--- config.mk ---
export PLATFORM = sky130hd
export DESIGN_NAME = fetch_controller
export DESIGN_NICKNAME = d
export VERILOG_FILES = /design/src/rtl/fetch_controller.sv
export SDC_FILE = /design/constraint.sdc
export NUM_CORES = 1
export LEC_CHECK = 0
export CAP_MARGIN = 20
export CORE_AREA = 8 8 98 117
export DETAILED_ROUTE_END_ITERATION = 10
export DIE_AREA = 0 0 106 125
export PLACE_DENSITY = 0.75
export SLEW_MARGIN = 30
export SYNTH_ARGS = -nofsm -noshare
export SYNTH_HDL_FRONTEND = slang
export SYNTH_SLANG_ARGS = --single-unit
--- constraint.sdc ---
create_clock -name clk -period 1.4 [get_ports clk]
set_input_delay 0.14 -clock clk [delete_from_list [all_inputs] [get_ports clk]]
set_output_delay 0.14 -clock clk [all_outputs]
set_load 0.01 [all_outputs]
--- src/rtl/fetch_controller.sv ---
`timescale 1ns/1ps
// fetch_controller
// ----------------
// Sequences a synchronous-read instruction memory (fixed 1-cycle latency, no
// read enable). It generates word-aligned fetch addresses, tags each returned
// word with its PC and hands it to decode over a valid/ready handshake.
// Because the memory cannot be stalled, a 1-entry skid buffer absorbs decode
// backpressure. Redirects from execute issue their target the same cycle.
//
// Operating states are implied by the registers rather than encoded:
//   IDLE   : no word in flight, skid empty
//   STREAM : rsp_valid (word arriving from memory this cycle)
//   HELD   : skid_valid (word parked in the skid buffer)
//
// Ports:
//   clk            system clock, all state updates on posedge
//   rst_n          asynchronous active-low reset
//   fetch_en       1 = new fetches may be issued
//   redirect_valid single-cycle redirect request (highest priority)
//   redirect_pc    redirect target byte address (aligned down internally)
//   imem_addr      combinational address to the instruction memory
//   imem_rdata     registered read data, valid 1 cycle after the address
//   if_valid       instruction word presented to decode
//   if_ready       decode accepts when if_valid && if_ready
//   if_instr       instruction word (0 when if_valid=0)
//   if_pc          byte PC of if_instr (0 when if_valid=0)
//   misalign_err   one-cycle pulse after a redirect with redirect_pc[1:0]!=0

module fetch_controller #(
  parameter int                    ADDR_WIDTH = 16,
  parameter int                    DATA_WIDTH = 32,
  parameter logic [ADDR_WIDTH-1:0] RESET_PC   = 16'h0000
) (
  input  logic                  clk,
  input  logic                  rst_n,
  input  logic                  fetch_en,
  input  logic                  redirect_valid,
  input  logic [ADDR_WIDTH-1:0] redirect_pc,
  output logic [ADDR_WIDTH-1:0] imem_addr,
  input  logic [DATA_WIDTH-1:0] imem_rdata,
  output logic                  if_valid,
  input  logic                  if_ready,
  output logic [DATA_WIDTH-1:0] if_instr,
  output logic [ADDR_WIDTH-1:0] if_pc,
  output logic                  misalign_err
);

  localparam logic [ADDR_WIDTH-1:0] PC_STEP = ADDR_WIDTH'(4);

  logic [ADDR_WIDTH-1:0] fetch_pc;
  logic                  rsp_valid;
  logic [ADDR_WIDTH-1:0] rsp_pc;
  logic                  skid_valid;
  logic [ADDR_WIDTH-1:0] skid_pc;
  logic [DATA_WIDTH-1:0] skid_instr;

  logic [ADDR_WIDTH-1:0] redirect_aligned;
  logic                  stall;
  logic                  issue;
  logic                  skid_fill;
  logic                  skid_drain;

  assign redirect_aligned = {redirect_pc[ADDR_WIDTH-1:2], 2'b00};

  // A redirect overrides the sequential address so its target is issued
  // with no bubble.
  assign imem_addr = redirect_valid ? redirect_aligned : fetch_pc;

  // Output mux: the skid, when occupied, is always older than anything the
  // memory could be returning, so it has priority. A redirect squashes
  // whatever would have been presented this cycle.
  always_comb begin
    if_valid = 1'b0;
    if_instr = '0;
    if_pc    = '0;
    if (!redirect_valid) begin
      if (skid_valid) begin
        if_valid = 1'b1;
        if_instr = skid_instr;
        if_pc    = skid_pc;
      end else if (rsp_valid) begin
        if_valid = 1'b1;
        if_instr = imem_rdata;
        if_pc    = rsp_pc;
      end
    end
  end

  assign stall = if_valid && !if_ready;

  // Issue is blocked while decode stalls; this guarantees the skid only ever
  // fills when nothing new is in flight behind it.
  assign issue = fetch_en && (redirect_valid || !stall);

  assign skid_fill  = rsp_valid && !skid_valid && !if_ready && !redirect_valid;
  assign skid_drain = skid_valid && if_ready;

  // Fetch address and in-flight word tracking.
  always_ff @(posedge clk or negedge rst_n) begin
    if (!rst_n) begin
      fetch_pc  <= RESET_PC;
      rsp_valid <= 1'b0;
      rsp_pc    <= '0;
    end else begin
      rsp_valid <= issue;
      if (issue) begin
        rsp_pc   <= imem_addr;
        fetch_pc <= imem_addr + PC_STEP;
      end else if (redirect_valid) begin
        // Redirect while halted: remember the target for when fetch resumes.
        fetch_pc <= redirect_aligned;
      end
    end
  end

  // Skid buffer: catches the memory's word when decode refuses it, since the
  // memory output is only valid for one cycle.
  always_ff @(posedge clk or negedge rst_n) begin
    if (!rst_n) begin
      skid_valid <= 1'b0;
      skid_pc    <= '0;
      skid_instr <= '0;
    end else if (redirect_valid) begin
      skid_valid <= 1'b0;
    end else if (skid_fill) begin
      skid_valid <= 1'b1;
      skid_pc    <= rsp_pc;
      skid_instr <= imem_rdata;
    end else if (skid_drain) begin
      skid_valid <= 1'b0;
    end
  end

  // Misalignment flag is registered so it appears the cycle after the
  // offending redirect and lasts exactly one cycle.
  always_ff @(posedge clk or negedge rst_n) begin
    if (!rst_n) begin
      misalign_err <= 1'b0;
    end else begin
      misalign_err <= redirect_valid && (redirect_pc[1:0] != 2'b00);
    end
  end

endmodule

==> results of run 1 <==
## final cells by class
class,count,area [sq um],area share
tap,126,157.7,0.02283
inverter,15,63.81,0.009242
timing repair buffer,218,2059,0.2983
clock buffer,14,244.0,0.03534
multi-input combinational,243,2301,0.3333
sequential,83,2078,0.3010
## power breakdown
| group | internal, mW | switching (mW) | leakage (nW) |
|---|---|---|---|
| Combinational | 1.45 | 0.957 | 2.09 |
| Clock | 1.19 | 0.873 | 0.117 |
| Sequential | 2.89 | 0.401 | 1.01 |
## registers in the layout (all words and copies together) (netlist names)
signal        cells
skid_instr       32
misalign_err      1
skid_valid        1
skid_pc          16
rsp_valid         1
rsp_pc           16
fetch_pc         16
## timing repair
item / 4_1_cts / 5_1_grt
setup endpoints to repair: 143 / 141
resized for setup: 248 / 130
buffers inserted: 19 / 17
pin swaps: 7 / 17
hold buffers: 1 / 0
gates cloned: 4 / 13
hold endpoints to repair: 83 / 0
## placed cells by master (no fill, tap or decap), types with 3 or more instances in the layout
| cell type | n |
|---|---|
| a22oi_1 | 8 |
| a22oi_2 | 41 |
| buf_12 | 11 |
| buf_16 | 3 |
| buf_2 | 48 |
| buf_4 | 61 |
| buf_6 | 16 |
| clkbuf_1 | 5 |
| clkbuf_16 | 17 |
| clkbuf_2 | 9 |
| clkdlybuf4s50_1 | 51 |
| dfrtp_1 | 82 |
| dlymetal6s2s_1 | 3 |
| inv_1 | 11 |
| inv_2 | 3 |
| mux2_4 | 52 |
| mux2i_1 | 8 |
| mux2i_2 | 3 |
| nand2_1 | 8 |
| nand2_2 | 6 |
| nand3_1 | 3 |
| nand4_1 | 5 |
| nand4b_1 | 3 |
| nor2_1 | 51 |
| o21ai_0 | 3 |
| o21ai_1 | 6 |
| o21ai_2 | 4 |
| xnor2_1 | 10 |
## kinds of logic (layout without fill, tap and decap cells)
family / after synthesis / after routing / synth area share
simple gates: 92 / 93 / 0.1023
flops: 83 / 83 / 0.5162
compound gates: 72 / 72 / 0.1278
mux: 66 / 66 / 0.1810
buf+inv: 42 / 247 / 0.04571
xor+xnor: 11 / 11 / 0.02394
fa+ha+maj: 1 / 1 / 0.003109
## worst min-delay path, stage by stage
cell	delay (ns)
dlygate4sd3_1	0.52
buf_4	0.11
buf_12	0.36
## metal layers
layer  vias to the layer above  track usage  wire length, um
met3                        22      0.04265              724
li1                       1711            -                -
met1                      1891       0.2178             5698
met2                       151       0.3186             7550
met4                         0      0.06722              398
met5                         -            0                0
## stage by stage
stage	instances	worst slack (ns)	instance area, sq um
CTS	672	-0.3603	6294
detailed placement	634	-0.5068	5806
global placement	634	-0.4253	5806
floorplan	367	-0.1579	4202
global route	699	-0.5432	6904
finish	699	-0.4551	6904
## path summary, 6_finish.rpt
| path | to | cells past startpoint |
|---|---|---|
| min in group clk | skid_valid | 2 |
| min | fetch_pc[10] | 3 |
| max reg2reg | fetch_pc[14] | 5 |
| max in group asynchronous | skid_valid | 3 |
| min reg2reg | skid_instr[13] | 1 |
| max | fetch_pc[14] | 5 |
==> impl_metrics.yaml, run 1 <==
outcome:
  status: "finished with violations"
  violations: "negative setup slack"
power:
  power.density_nw_per_um2: 1123
  p_leak_nw: 3.214
  fin_total_pwr_mw: 7.752
  ir_drop_mv: 0.7684
timing:
  relSlewSlack: 0.6665
  fin_tns_setup_ns: -37.55
  fin_ws_ns: -0.4551
  hold_slack_ns: 0.3805
  max_freq_ghz: 0.5391
  fin_crit_sh: 1.325
  rsz0062_at_grt: "yes"
  final_hold_viol_count: 0
  fin_skew_ns: 0.006495
  min_period_ns: 1.855
  setup_violations: 128
  slew_viol_final: 0
  worst_pin_slew_ns: 0.4984
placed_design:
  place_congestion: 0.9076
  io_buffers: 118
  dp_hpwl_um: 7925
detailed_routing:
  drt_pass1_iterations: 4
  drcViolationCount: 0
  dr_total_vias: 3775
  drt-wirelength-per-cell_um: 20.56
  dr.first_iter.drc_count: 159
  drt_wl_total_um: 14370
  ant_nets: 0
  viasPerCell: 5.401
setup_path:
  cp-start-kind: "register"
  r2r_start: "skid_valid"
  crit_chain: "buf_6, or2_4, a2111o_1, nand4b_1, xnor2_1"
  max_stage_delay_ns: 0.44
  cp.arrival_ns: 2.10
  cp_slowest_cell: "dfrtp_2"
  path_max_fanout: 3
  critPathLaunch: "skid_valid"
  required_ns: 1.64
  cp-end-kind: "register"
  critPathTopFamily: "simple AND/OR/NAND/NOR gates"
  r2r_setup_slack_ns: -0.46
  path_buf_inv: 1
  critPathKind: "reg -> reg"
logic_synthesis:
  synth_top_cells_by_count: "dfrtp_1 (83), nor2_1 (54), a22oi_1 (48)"
  synthCells: 367
  yosysTopAreaCellShare: 0.5162
  synth_area_leaders: "dfrtp_1 (52%), mux2_2 (9.5%), a22oi_1 (9.0%)"
  ys_seq_elements: 83
  syn_avg_cell_area_sq_um: 10.96
  synth.largest_area_cell: "dfrtp_1"
  syn-num-nets: 421
  synth_flop_cell: "dfrtp_1"
  synth-warning-count: 0
  yosysSeqAreaShare: 0.5162
  synth_edf_count: 0
  netlist_area_sq_um: 4024
  synthMostInstantiatedCell: "dfrtp_1"
  synth_cell_types: 35
  async_reset_ff_frac: 1.000
clocking:
  cts.path.max_buffers: 2
  cts_htree_levels: 3
  cts_tree: "done"
  worst_skew_pair.late_latency_ns: 0.33
  cts_buffers: 9
  clk_pin_slew_ns: 0.06
  clock-sinks: 83
  cts-root-buf: "clkbuf_16"
global_routing:
  grt-ovfl-total: 0
  first_global_vias: 3838
  grt_pass1_wl_um: 19710
  grtUsageTotal: 0.1849
  antenna_found_initial: 0
  grt_start_max_net_pins: 84
die:
  core_area_sq_um: 9759
  rows: 40
  top_level_ports: 119
  fp.dieH_um: 125
  die_area_sq_um: 13250
  fp.dieW_um: 106
  initial_core_util: 0.4123
run:
  drv_cap: 0
hold_path:
  hold_class: "in -> async"
final_layout:
  fillers: 662
  drive_gt1_frac: 0.5236
  antenna_cells: 0
  post-route-util: 0.7074
  synthToLayoutAreaGrowth_pct: 71.58
  nNetsFinal: 624
No activity file was read; power rests on OpenSTA's default activity.
==> inputs of run 2 (changes only) <==
--- a/config.mk
+++ b/config.mk
@@ -6,10 +6,11 @@
 export NUM_CORES = 1
 export LEC_CHECK = 0
 export CAP_MARGIN = 20
-export CORE_AREA = 8 8 98 117
+export CORE_AREA = 8 8 97 116
+export CTS_BUF_LIST = sky130_fd_sc_hd__clkbuf_8
 export DETAILED_ROUTE_END_ITERATION = 10
-export DIE_AREA = 0 0 106 125
-export PLACE_DENSITY = 0.75
+export DIE_AREA = 0 0 105 124
+export PLACE_DENSITY = 0.76
 export SLEW_MARGIN = 30
 export SYNTH_ARGS = -nofsm -noshare
 export SYNTH_HDL_FRONTEND = slang
==> impl_metrics.yaml, run 2 (synthesized netlist as in run 1, its figures left out) <==
outcome:
  status: "finished with violations"
  violations: "negative setup slack"
die:
  fp.dieW_um: 105
  core_area_sq_um: 9369
  die_area_sq_um: 13020
  initial_core_util: 0.4295
  fp.dieH_um: 124
  rows: 39
  top_level_ports: 119
final_layout:
  largest-register: "skid_instr"
  final_common_cell: "dfrtp_1"
  fillers: 693
  nNetsFinal: 611
  antenna_cells: 0
  largest_reg_flops: 32
  synthToLayoutAreaGrowth_pct: 60.11
  drive_gt1_frac: 0.4938
  final_cell_mix: "dfrtp_1 (82), buf_4 (62), nor2_1 (51), clkdlybuf4s50_1 (51), buf_2 (48)"
  post-route-util: 0.6876
global_routing:
  grt_pass1_wl_um: 19290
  grtUsageTotal: 0.1840
  grt_start_max_net_pins: 52
  antenna_found_initial: 0
  first_global_vias: 3955
  grt-ovfl-total: 0
timing:
  worst_pin_slew_ns: 0.4002
  min_period_ns: 1.813
  setup_violations: 127
  fin_crit_sh: 1.295
  rsz0062_at_grt: "yes"
  max_freq_ghz: 0.5515
  fin_ws_ns: -0.4131
  final_hold_viol_count: 0
  fin_skew_ns: 0.006260
  relSlewSlack: 0.7332
  slew_viol_final: 0
setup_path:
  cp-end-kind: "register"
  path_buf_inv: 3
  path_max_fanout: 8
  critPathTopFamily: "buffers and inverters"
  cp.arrival_ns: 2.06
  max_stage_delay_ns: 0.43
  required_ns: 1.64
  cp-start-kind: "register"
  crit_chain: "nor2b_4, buf_4, buf_16, and2_4, clkbuf_16, mux2_2"
  critPathKind: "reg -> reg"
  cp_slowest_cell: "dfrtp_2"
detailed_routing:
  dr_total_vias: 3598
  drcViolationCount: 0
  drt-wirelength-per-cell_um: 18.13
  drt_wl_total_um: 12400
  drt_pass1_iterations: 4
  ant_nets: 0
  wl_met3_um: 604
  wl_met2_um: 6455
  maxUsedRoutingLayer: "met4"
  viasPerCell: 5.260
  dr.first_iter.drc_count: 176
  m1WireLength_um: 5042
placed_design:
  place_congestion: 0.8968
  io_buffers: 118
  dp_hpwl_um: 8050
  dp_slack_ns: -0.4637
clocking:
  cts_buffers: 9
  worst_skew_pair.late_latency_ns: 0.35
  cts-root-buf: "clkbuf_8"
  clock-sinks: 83
  cts_tree: "done"
  cts_htree_levels: 3
  cts.path.max_buffers: 2
  clk_pin_slew_ns: 0.08
power:
  ir_drop_mv: 0.8930
  p_leak_nw: 2.949
  power.density_nw_per_um2: 1082
run:
  drv_cap: 0
hold_path:
  hold_class: "in -> async"
run 2: tightest hold or removal path, delay by kind of cell:
kind	cells	cell delay [ns]
buffers and inverters	3	0.90
run 2: final cells by class:
class	instances	area, sq um	area share
flip-flops and latches	83	2078	0.3226
inverters	15	63.81	0.009905
clock inverters	3	13.76	0.002136
well taps	123	153.9	0.02389
clock buffers	12	165.2	0.02564
multi-input cells	242	2102	0.3263
repair buffers	206	1866	0.2896
run 2: timing repair:
action	in CTS	in global routing
hold buffers	1	0
gates resized for setup	288	35
setup buffers	25	8
endpoints found under the hold margin	83	0
endpoints found under the setup margin	143	139
pin swaps	19	9
gates cloned	4	4
run 2: path summary, 6_finish.rpt:
check                               startpoint             end  slack, ns  depth (start not counted)
worst max-delay path                skid_valid     skid_pc[14]      -0.41                          6
worst min register to register      rsp_pc[14]      rsp_pc[14]       0.51                          2
max in group asynchronous                rst_n  skid_instr[15]       0.74                          3
worst max register to register      skid_valid     skid_pc[14]      -0.41                          6
min in group clk                redirect_valid      skid_valid       0.33                          3
worst min-delay path                     rst_n      rsp_pc[13]       0.30                          3
run 2: routing by layer:
layer	vias to the layer above	global-route usage
li1	1678	-
met1	1781	0.2092
met2	112	0.3228
met3	27	0.04658
met4	0	0.08222
met5	-	0
run 2: power by group:
| group | internal (mW) | switching (mW) | total, mW |
|---|---|---|---|
| clock network | 0.769 | 0.829 | 1.60 |
| logic | 1.28 | 0.873 | 2.15 |
| registers | 2.88 | 0.347 | 3.23 |
run 2: stage by stage:
step	hold WS [ns]	TNS [ns]	std cells	instance area, sq um	power, mW
floorplan	-0.1556	-2.407	367	4202	4.156
global placement	0.1419	-34.60	632	5822	5.004
global route	0.3094	-48.49	684	6442	7.341
detailed placement	0.1401	-37.94	632	5822	5.084
finish	0.3034	-39.03	684	6442	6.973
CTS	0.2867	-37.96	677	6336	6.919
==> inputs of run 3 (changes only) <==
--- a/config.mk
+++ b/config.mk
@@ -10,7 +10,7 @@
 export CTS_BUF_LIST = sky130_fd_sc_hd__clkbuf_8
 export DETAILED_ROUTE_END_ITERATION = 10
 export DIE_AREA = 0 0 105 124
-export PLACE_DENSITY = 0.76
+export PLACE_DENSITY = 0.82
 export SLEW_MARGIN = 30
 export SYNTH_ARGS = -nofsm -noshare
 export SYNTH_HDL_FRONTEND = slang
==> impl_metrics.yaml, run 3 (synthesized netlist as in run 1, its figures left out) <==
detailed_routing:
  drt_wl_total_um: 14850
  drcViolationCount: 0
  ant_nets: 0
  drt_pass1_iterations: 4
  dr_total_vias: 3884
  drt-wirelength-per-cell_um: 21.36
  dr.first_iter.drc_count: 218
  viasPerCell: 5.588
clocking:
  cts_buffers: 9
  worst_skew_pair.late_latency_ns: 0.36
  cts.path.max_buffers: 2
  clock-sinks: 83
  cts_tree: "done"
  cts_htree_levels: 3
  cts-root-buf: "clkbuf_8"
  clk_pin_slew_ns: 0.09
global_routing:
  first_global_vias: 4148
  grtUsageTotal: 0.2140
  grt_start_max_net_pins: 41
  grt-ovfl-total: 0
  grt_pass1_wl_um: 22010
  antenna_found_initial: 0
final_layout:
  largest_reg_flops: 32
  final_common_cell: "dfrtp_1"
  final_cells: 695
  nNetsFinal: 621
  final_area_sq_um: 6716
  final_cell_mix: "dfrtp_1 (82), buf_4 (66), buf_2 (55)"
  largest-register: "skid_instr"
  drive_gt1_frac: 0.5402
  antenna_cells: 0
  post-route-util: 0.7169
  fillers: 607
  synthToLayoutAreaGrowth_pct: 66.92
placed_design:
  io_buffers: 118
  dp_hpwl_um: 8326
  place_inst: 637
  place_congestion: 0.8949
  dp_slack_ns: -0.4593
  placed_area_sq_um: 5872
setup_path:
  reg2reg_depth: 5
  reg2reg_to: "fetch_pc[14]"
  cp-start-kind: "register"
  cp-end-kind: "output pin"
  r2r_setup_slack_ns: -0.43
  critPathKind: "reg -> out"
  cp.arrival_ns: 1.71
  required_ns: 1.26
  r2r_start: "skid_valid"
  path_max_fanout: 3
die:
  initial_core_util: 0.4295
  core_area_sq_um: 9369
  top_level_ports: 119
  die_area_sq_um: 13020
  fp.dieH_um: 124
  rows: 39
  fp.dieW_um: 105
hold_path:
  hold_class: "in -> async"
timing:
  rsz0062_at_grt: "yes"
  slew_viol_final: 0
  relSlewSlack: 0.6371
  fin_crit_sh: 1.319
  worst_pin_slew_ns: 0.5444
  hold_slack_ns: 0.2879
  min_period_ns: 1.847
  fin_ws_ns: -0.4471
  final_hold_viol_count: 0
  max_freq_ghz: 0.5414
  setup_violations: 127
  fin_skew_ns: 0.009736
power:
  ir_drop_mv: 0.7429
  power.density_nw_per_um2: 1113
  p_leak_nw: 3.109
run:
  drv_cap: 0
outcome:
  status: "finished with violations"
  violations: "negative setup slack"
run 3: what timing repair did:
item                                   CTS  global route
gates cloned                             5             3
endpoints found under the hold margin   37             0
gates resized for setup                324            58
buffers inserted                        32            11
pin swaps                               14            17
setup endpoints to repair              143           141
hold buffers                             1             0
run 3: layout make-up:
class                      count  area (sq um)  share of cell area
inverter                      15         68.82             0.01025
sequential                    83          2078              0.3094
clock buffer                  10         137.6             0.02049
tap                          123         153.9             0.02291
multi-input combinational    242          2291              0.3411
clock inverter                 6         56.30            0.008383
timing repair buffer         216          1931              0.2874
run 3: how the worst max path moves through the flow:
stage | to | cells past startpoint | from | slack, ns
after global placement | fetch_pc[14] | 8 | redirect_pc[3] | -0.42
after floorplan | fetch_pc[14] | 8 | redirect_valid | -0.16
after global routing | if_pc[12] | 7 | skid_valid | -0.53
after detailed placement | fetch_pc[14] | 8 | redirect_pc[3] | -0.46
after CTS | fetch_pc[14] | 5 | skid_valid | -0.38
final | if_pc[12] | 7 | skid_valid | -0.45
run 3: critical path: stages, from the launching register on:
cell     delay (ns)
dfrtp_2        0.44
nor2b_4        0.17
buf_6          0.16
buf_16         0.12
buf_12         0.10
a22oi_2        0.05
nor2_1         0.13
buf_2          0.17
run 3: power by group:
part / internal (mW) / switching (mW)
logic: 1.44 / 0.985
registers: 2.88 / 0.425
clock network: 0.858 / 0.891
total: 5.18 / 2.30
run 3: metrics by stage:
stage,power [mW],TNS (ns)
4_1_cts,7.179,-33.78
2_1_floorplan,4.156,-2.407
3_5_place_dp,5.106,-38.88
5_1_grt,7.767,-46.04
6_report,7.476,-39.40
3_3_place_gp,5.011,-33.03
run 3: routing by layer:
| metal | vias to the layer above | global-route usage | wire (um) |
|---|---|---|---|
| met2 | 195 | 0.3826 | 7848 |
| met5 | - | 0 | 0 |
| met3 | 53 | 0.05642 | 868 |
| met4 | 0 | 0.1055 | 544 |
| li1 | 1700 | - | - |
| met1 | 1936 | 0.2326 | 5588 |
